## src/rtl/symbol_demapper.sv

```systemverilog
// symbol_demapper: hard-decision 802.11a Gray demapper serialising NBPSC bits per I/Q sample, b0 first
module symbol_demapper #(
  parameter int W     = 16,
  parameter int A_LVL = 1024
) (
  input  logic         Clk,
  input  logic         reset,
  input  logic [3:0]   rate,
  input  logic [W-1:0] i_in,
  input  logic [W-1:0] q_in,
  input  logic         in_valid,
  output logic         in_ready,
  output logic         data_out,
  output logic         out_valid,
  output logic         rate_err
);
  typedef enum logic {IDLE, SHIFT} state_t;
  localparam logic [W:0] T2 = (W+1)'(2*A_LVL);
  localparam logic [W:0] T4 = (W+1)'(4*A_LVL);
  localparam logic [W:0] T6 = (W+1)'(6*A_LVL);
  state_t     state;
  logic [5:0] sh;
  logic [5:0] sym;
  logic [2:0] bits_left;
  logic [2:0] nb;
  logic [W:0] mi;
  logic [W:0] mq;
  logic       ip;
  logic       qp;
  logic       acc;
  // W+1-bit magnitudes keep |-2^(W-1)| representable
  assign mi = i_in[W-1] ? -{i_in[W-1], i_in} : {1'b0, i_in};
  assign mq = q_in[W-1] ? -{q_in[W-1], q_in} : {1'b0, q_in};
  assign ip = ~i_in[W-1];
  assign qp = ~q_in[W-1];
  assign nb = (rate == 4'b1101 || rate == 4'b1111) ? 3'd1 :
              (rate == 4'b0101 || rate == 4'b0111) ? 3'd2 :
              (rate == 4'b1001 || rate == 4'b1011) ? 3'd4 :
              (rate == 4'b0001 || rate == 4'b0011) ? 3'd6 : 3'd0;
  assign in_ready  = (state == IDLE) || (state == SHIFT && bits_left == 3'd1);
  assign acc       = in_valid && in_ready;
  assign data_out  = sh[5];
  assign out_valid = (state == SHIFT);
  always_comb begin
    sym = nb == 3'd1 ? {ip, 5'b0} :
          nb == 3'd2 ? {ip, qp, 4'b0} :
          nb == 3'd4 ? {ip, (mi < T2), qp, (mq < T2), 2'b0} :
                       {ip, (mi < T4), (mi >= T2 && mi < T6), qp, (mq < T4), (mq >= T2 && mq < T6)};
  end
  always_ff @(posedge Clk) begin
    if (reset) begin
      state     <= IDLE;
      sh        <= '0;
      bits_left <= '0;
      rate_err  <= 1'b0;
    end else begin
      rate_err <= acc && nb == 3'd0;
      if (acc && nb != 3'd0) begin
        sh        <= sym;
        bits_left <= nb;
        state     <= SHIFT;
      end else if (state == SHIFT) begin
        sh        <= {sh[4:0], 1'b0};
        bits_left <= bits_left - 3'd1;
        state     <= bits_left == 3'd1 ? IDLE : SHIFT;
      end
    end
  end
endmodule

```

## config.mk

```make
export PLATFORM = sky130hd
export DESIGN_NAME = symbol_demapper
export DESIGN_NICKNAME = d
export VERILOG_FILES = /design/src/rtl/symbol_demapper.sv
export SDC_FILE = /design/constraint.sdc
export NUM_CORES = 1
export LEC_CHECK = 0
export CAP_MARGIN = 0
export CORE_MARGIN = 2
export CORE_UTILIZATION = 40
export DETAILED_ROUTE_END_ITERATION = 10
export PLACE_DENSITY = 0.77
export SLEW_MARGIN = 40
export SYNTH_ARGS = -nofsm -noshare
export SYNTH_HDL_FRONTEND = slang
export SYNTH_SLANG_ARGS = --single-unit
export TNS_END_PERCENT = 1
```

## constraint.sdc

```tcl
create_clock -name Clk -period 5.6 [get_ports Clk]
set_input_delay 1.4 -clock Clk [delete_from_list [all_inputs] [get_ports Clk]]
set_output_delay 1.4 -clock Clk [all_outputs]
set_load 0.1 [all_outputs]
```

Yosys cells after proc, flatten, opt, wreduce, memory -nomap -nowiden
Cells that the tools add are included.

storage, ports and cells
  register bits = 11
  input port bits = 39

cells by class
  bitwise gates (word level) = 3
  add/sub/neg operators = 3
  reduce and logical (&&, ||, !) cells = 14
  multiplexer cells = 16
  magnitude comparators = 8
  eq/ne operators = 12

operators with widths
  kind                                                                  count
  < comparator 17 x 13 -> 1 bit (second input constant)                 4
  greater-or-equal comparator 17 x 12 -> 1 bit (second input constant)  2
  < comparator 17 x 12 -> 1 bit (second input constant)                 2
  2-to-1 mux 17 bit                                                     2
  negator 17 bit                                                        2
  2-to-1 mux 3 bit                                                      6
  == test 4 bit (second input constant)                                 4
  2-to-1 mux 5 bit                                                      3
  2-to-1 mux 6 bit                                                      2
  == test 4 x 3 -> 1 bit (second input constant)                        2
  == test 3 x 1 -> 1 bit (second input constant)                        2
  logical AND 1 bit                                                     6
  logical OR 1 bit                                                      5
  == test 4 x 1 -> 1 bit (second input constant)                        1
  == test 4 x 2 -> 1 bit (second input constant)                        1
  == test 3 x 2 -> 1 bit (second input constant)                        1
  == test 3 bit (second input constant)                                 1
  zero test 3 bit                                                       1
  2-to-1 mux 1 bit                                                      3
  NOT 1 bit                                                             3
  nonzero test 3 bit                                                    1
  subtractor 3 x 1 -> 3 bit (second input constant)                     1
  nonzero test 2 bit                                                    1

Depth between registers and ports, before layout
  word-level depth = 11
  depth in mapped cells = 9
  gate-level depth less buffers = 8

Worst setup path after synthesis
OpenSTA, ideal clock, no wires.

  path type = register to output
  from = register state, in the netlist out_valid
  to = output port in_ready
  setup slack = 2611 ps
  arrival time = 1589 ps
  required time = 4200 ps
  stages on the path, launching flop included = 3
  buffers on the path = 1
  cell sequence = dfxtp_1 -> buf_2 -> o21ai_2

between the ends
  longest elaborated chain between the ends = 2
  elaborated cells between the ends (all ways) = 3

ends and longest elaborated chain
  item                                            RTL line  text
  from (decl)                                     21        state_t state;
  from (signal assigned)                          65        state <= bits_left == 3'd1 ? IDLE : SHIFT;
  logical AND 1 bit or NOT 1 bit (tied branches)  40        assign in_ready = (state == IDLE) || (state == SHIFT && bits_left == 3'd1);
  logical OR 1 bit *                              40
  to (decl)                                       12        output logic in_ready,

Every way passes the cells marked *; elsewhere a longest branch is shown, timed or not.

Final worst setup path
  from = input port q_in[0]
  to = register sh[1]

between the ends
  longest elaborated chain between the ends = 7

ends and longest elaborated chain
  item                             RTL line  text
  from (decl)                      10        input logic [W-1:0] q_in,
  negator 17 bit                   33        assign mq = q_in[W-1] ? -{q_in[W-1], q_in} : {1'b0, q_in};
  2-to-1 mux 17 bit *              33
  < comparator 17 x 13 -> 1 bit *  48        {ip, (mi < T4), (mi >= T2 && mi < T6), qp, (mq < T4), (mq >= T2 && mq < T6)};
  2-to-1 mux 5 bit *               47        nb == 3'd4 ? {ip, (mi < T2), qp, (mq < T2), 2'b0} :
  2-to-1 mux 5 bit *               46        nb == 3'd2 ? {ip, qp, 4'b0} :
  2-to-1 mux 5 bit *               45        sym = nb == 3'd1 ? {ip, 5'b0} :
  2-to-1 mux 6 bit *               58        if (acc && nb != 3'd0) begin
  to (signal assigned)             59        sh <= sym;
  to (signal assigned)             63        sh <= {sh[4:0], 1'b0};
  to (decl)                        22        logic [5:0] sh;

Marked as above.
A chain may end at the register's enable or synchronous reset.

==> results.py <==
metrics = {
    "final_layout": {
        "fin_util_pct": 62.60,
        "fillers": 217,
        "drive_gt1_share_pct": 8.824,
        "areaGrowthSynthToFinish_pct": 44.62,
        "fin_cells": 198,
        "design.final.nets": 214,
        "diodes": 0,
    },
    "floorplanning": {
        "design.die.area_mm2": 0.002851,
        "start_util_pct": 43.29,
        "fp.dieH_um": 53.40,
        "rows": 17,
        "dieWidth_um": 53.40,
        "num_io_pins": 43,
        "core-area_mm2": 0.002255,
    },
    "clock_network": {
        "cts_hold_buf": 0,
        "cts_tree": "built",
        "cts_setup_buffers": 0,
        "cts-root-buf": "clkbuf_4",
        "cts_buffers": 3,
        "clock-sinks": 11,
        "post_cts_resized": 0,
        "insertion_delay_ns": 0.26,
        "htree_levels": 1,
        "clk_pin_slew_ns": 0.07,
        "cts_max_path_buffers": 2,
    },
    "sta": {
        "finalHoldViolations": 0,
        "maxSlewHeadroom_pct": 67.70,
        "fin_crit_ns": 3.119,
        "finalWorstSetupSlack_ns": 2.481,
        "period_share_pct": 55.70,
        "maxClockFrequency_ghz": 0.3206,
        "report.final.slew_viol_count": 0,
        "tightest_slew_ns": 0.4879,
        "rsz0062_at_grt": "false",
        "final.setup.tns_ns": 0,
        "finClkSkew_ns": 0.0001719,
        "setup_violations": 0,
    },
    "synth": {
        "yosysSeqAreaShare_pct": 22.56,
        "syn-num-nets": 172,
        "yosysTopAreaCellShare_pct": 22.56,
        "synth_edf_count": 0,
        "yosysWarningCount": 0,
        "synth_ff_type": "dfxtp_1",
        "postSynthCellCount": 129,
        "postSynthAreaPerCell_um2": 7.565,
        "yosys-top-cells-area": "dfxtp_1 (23%), nor2_1 (6.9%), ha_1 (5.1%)",
        "synth_common_cells": "nor2_1 (18), dfxtp_1 (11), inv_1 (9)",
        "synth_top_cell_by_area": "dfxtp_1",
        "synthArstFlopShare_pct": 0,
        "netlist_area_um2": 975.9,
        "synth-seq-cells": 11,
        "yosysMostFrequentCell": "nor2_1",
        "yosysUniqueCellTypes": 46,
    },
    "pwr": {
        "switching_share_pct": 34.61,
        "ir_drop_uv": 129.3,
        "cellInternalPower_w": 0.0001575,
        "p_per_area_mw_per_mm2": 170.7,
        "seqPwrFrac_pct": 37.6,
        "comb_power_share_pct": 40.4,
        "leakagePower_nw": 0.5397,
        "pwr-share-clk_pct": 22.0,
        "switching_power_w": 0.00008337,
    },
    "critical_path": {
        "crit_path_top_delay_cell": "clkdlybuf4s50_1",
        "cp_max_fo": 4,
        "worstPathCellList": "clkdlybuf4s50_1 -> inv_1 -> ha_1 -> nor2b_1 -> nand4_1 -> or3_1 -> a22o_1 -> o31a_1 -> nor4_2",
        "cp-end-kind": "flop",
        "cpLargestDelayFamily": "simple AND/OR/NAND/NOR gates",
        "crit_type": "in -> reg",
        "cp-start-kind": "primary input",
        "critPathBufInv": 2,
        "required_ns": 5.78,
        "critPathMaxStageDelay_ns": 0.41,
        "critPathArrivalTime_ns": 3.30,
    },
    "detailed_routing": {
        "routed_wirelength_um": 2505,
        "ant_nets": 0,
        "num_vias": 1082,
        "drt_iter0_drc": 18,
        "via_per_inst": 5.465,
        "firstDrtPassIters": 4,
        "drc": 0,
        "wl_per_cell_um": 12.65,
    },
    "placed_design": {
        "port_buffers": 41,
        "hpwl_um": 2005,
        "place_ws_ns": 2.214,
        "dp.cells": 194,
        "gp_congestion": 0.8086,
    },
    "global_routing": {
        "grt_pass1_wl_um": 4195,
        "grt_max_degree": 13,
        "antenna_found_initial": 0,
        "overflow": 0,
        "grt_pass1_vias": 1049,
        "grtUsageTotal_pct": 19.27,
    },
    "worst_hold_path": {
        "hold_path.class": "reg -> reg",
    },
    "job": {
        "drv_cap": 0,
    },
    "outcome": {
        "status": "completed",
    },
}
## registers in the layout, indices dropped and copies added, names as in the netlist
name and flops:
sh 6, bits_left 3, out_valid 1, rate_err 1
## metal layers
| layer | vias to the layer above | part of all wire (%) | GRT usage [%] |
|---|---|---|---|
| li1 | 562 | - | - |
| met1 | 478 | 46 | 23.86 |
| met2 | 36 | 47 | 33.13 |
| met3 | 6 | 5.3 | 2.542 |
| met4 | 0 | 1.6 | 7.692 |
| met5 | - | 0 | 0 |
## per-stage QoR
stage                      power, W  hold slack [ns]  instance area, um^2
after global placement    0.0001886           0.4720                 1405
after CTS                 0.0002425           0.5201                 1411
after global routing      0.0002579           0.5287                 1411
final                     0.0002409           0.5141                 1411
after floorplan           0.0001474           0.4531                975.9
after detailed placement  0.0001892           0.5110                 1385
## layout by cell type, fill, tap and decap left out, types with 2 or more instances in the layout
cell type / synthesis / layout
a31oi_1: 2 / 2
ha_1: 4 / 4
or3_1: 2 / 2
inv_1: 9 / 9
buf_2: 1 / 4
a211oi_1: 4 / 4
nand3_1: 6 / 6
dfxtp_1: 11 / 11
nand4_1: 5 / 5
clkdlybuf4s50_1: 0 / 37
nor2_1: 18 / 18
or4_1: 2 / 2
and3_1: 2 / 2
xnor2_1: 2 / 2
clkbuf_4: 0 / 3
nand2_1: 7 / 7
a21oi_1: 6 / 6
xor2_1: 5 / 5
nor2b_1: 2 / 2
nor3_1: 4 / 4
o2111ai_1: 2 / 2
nand2b_1: 2 / 2
o21ai_0: 5 / 5
nor4_2: 2 / 2
## power groups by stage
| stage | combinational (W) | sequential [W] | clock (W) |
|---|---|---|---|
| after floorplan | 0.0000463 | 0.000101 | 0 |
| after global placement | 0.0000968 | 0.0000918 | 0 |
| after detailed placement | 0.0000969 | 0.0000923 | 0 |
| after CTS | 0.0000973 | 0.0000906 | 0.0000547 |
| after global routing | 0.000106 | 0.0000915 | 0.0000602 |
| final | 0.0000972 | 0.0000906 | 0.0000531 |
## cell type report
type	count	area [um^2]	area share, %
sequential	11	220.2	15.60
tap	28	35.03	2.482
multi-input combinational	105	705.7	50.00
inverter	9	33.78	2.394
clock buffer	4	26.28	1.862
timing repair buffer	41	390.4	27.66
## worst paths after layout
path | to | cells past startpoint | start | slack (ns)
worst min-delay path | sh[0] | 2 | sh[0] | 0.51
worst max register to register | sh[0] | 7 | bits_left[1] | 3.80
worst max-delay path | sh[1] | 9 | q_in[0] | 2.48
worst min register to register | sh[0] | 2 | sh[0] | 0.51
## kinds of logic after synthesis
kind of cell    synth area share, %
fa+ha+maj                     5.128
flops                         22.56
compound gates                23.34
mux                           2.179
buf+inv                       5.127
simple gates                  35.38
xor+xnor                      6.282
## worst register-to-register path, cell delays in order, from the launching register on
cell     delay, ns
dfxtp_1       0.33
inv_1         0.07
ha_1          0.13
inv_1         0.04
o21ai_2       0.19
nand3_1       0.26
or4_1         0.47
o32ai_1       0.22
Power figures use the tool's default switching activity.
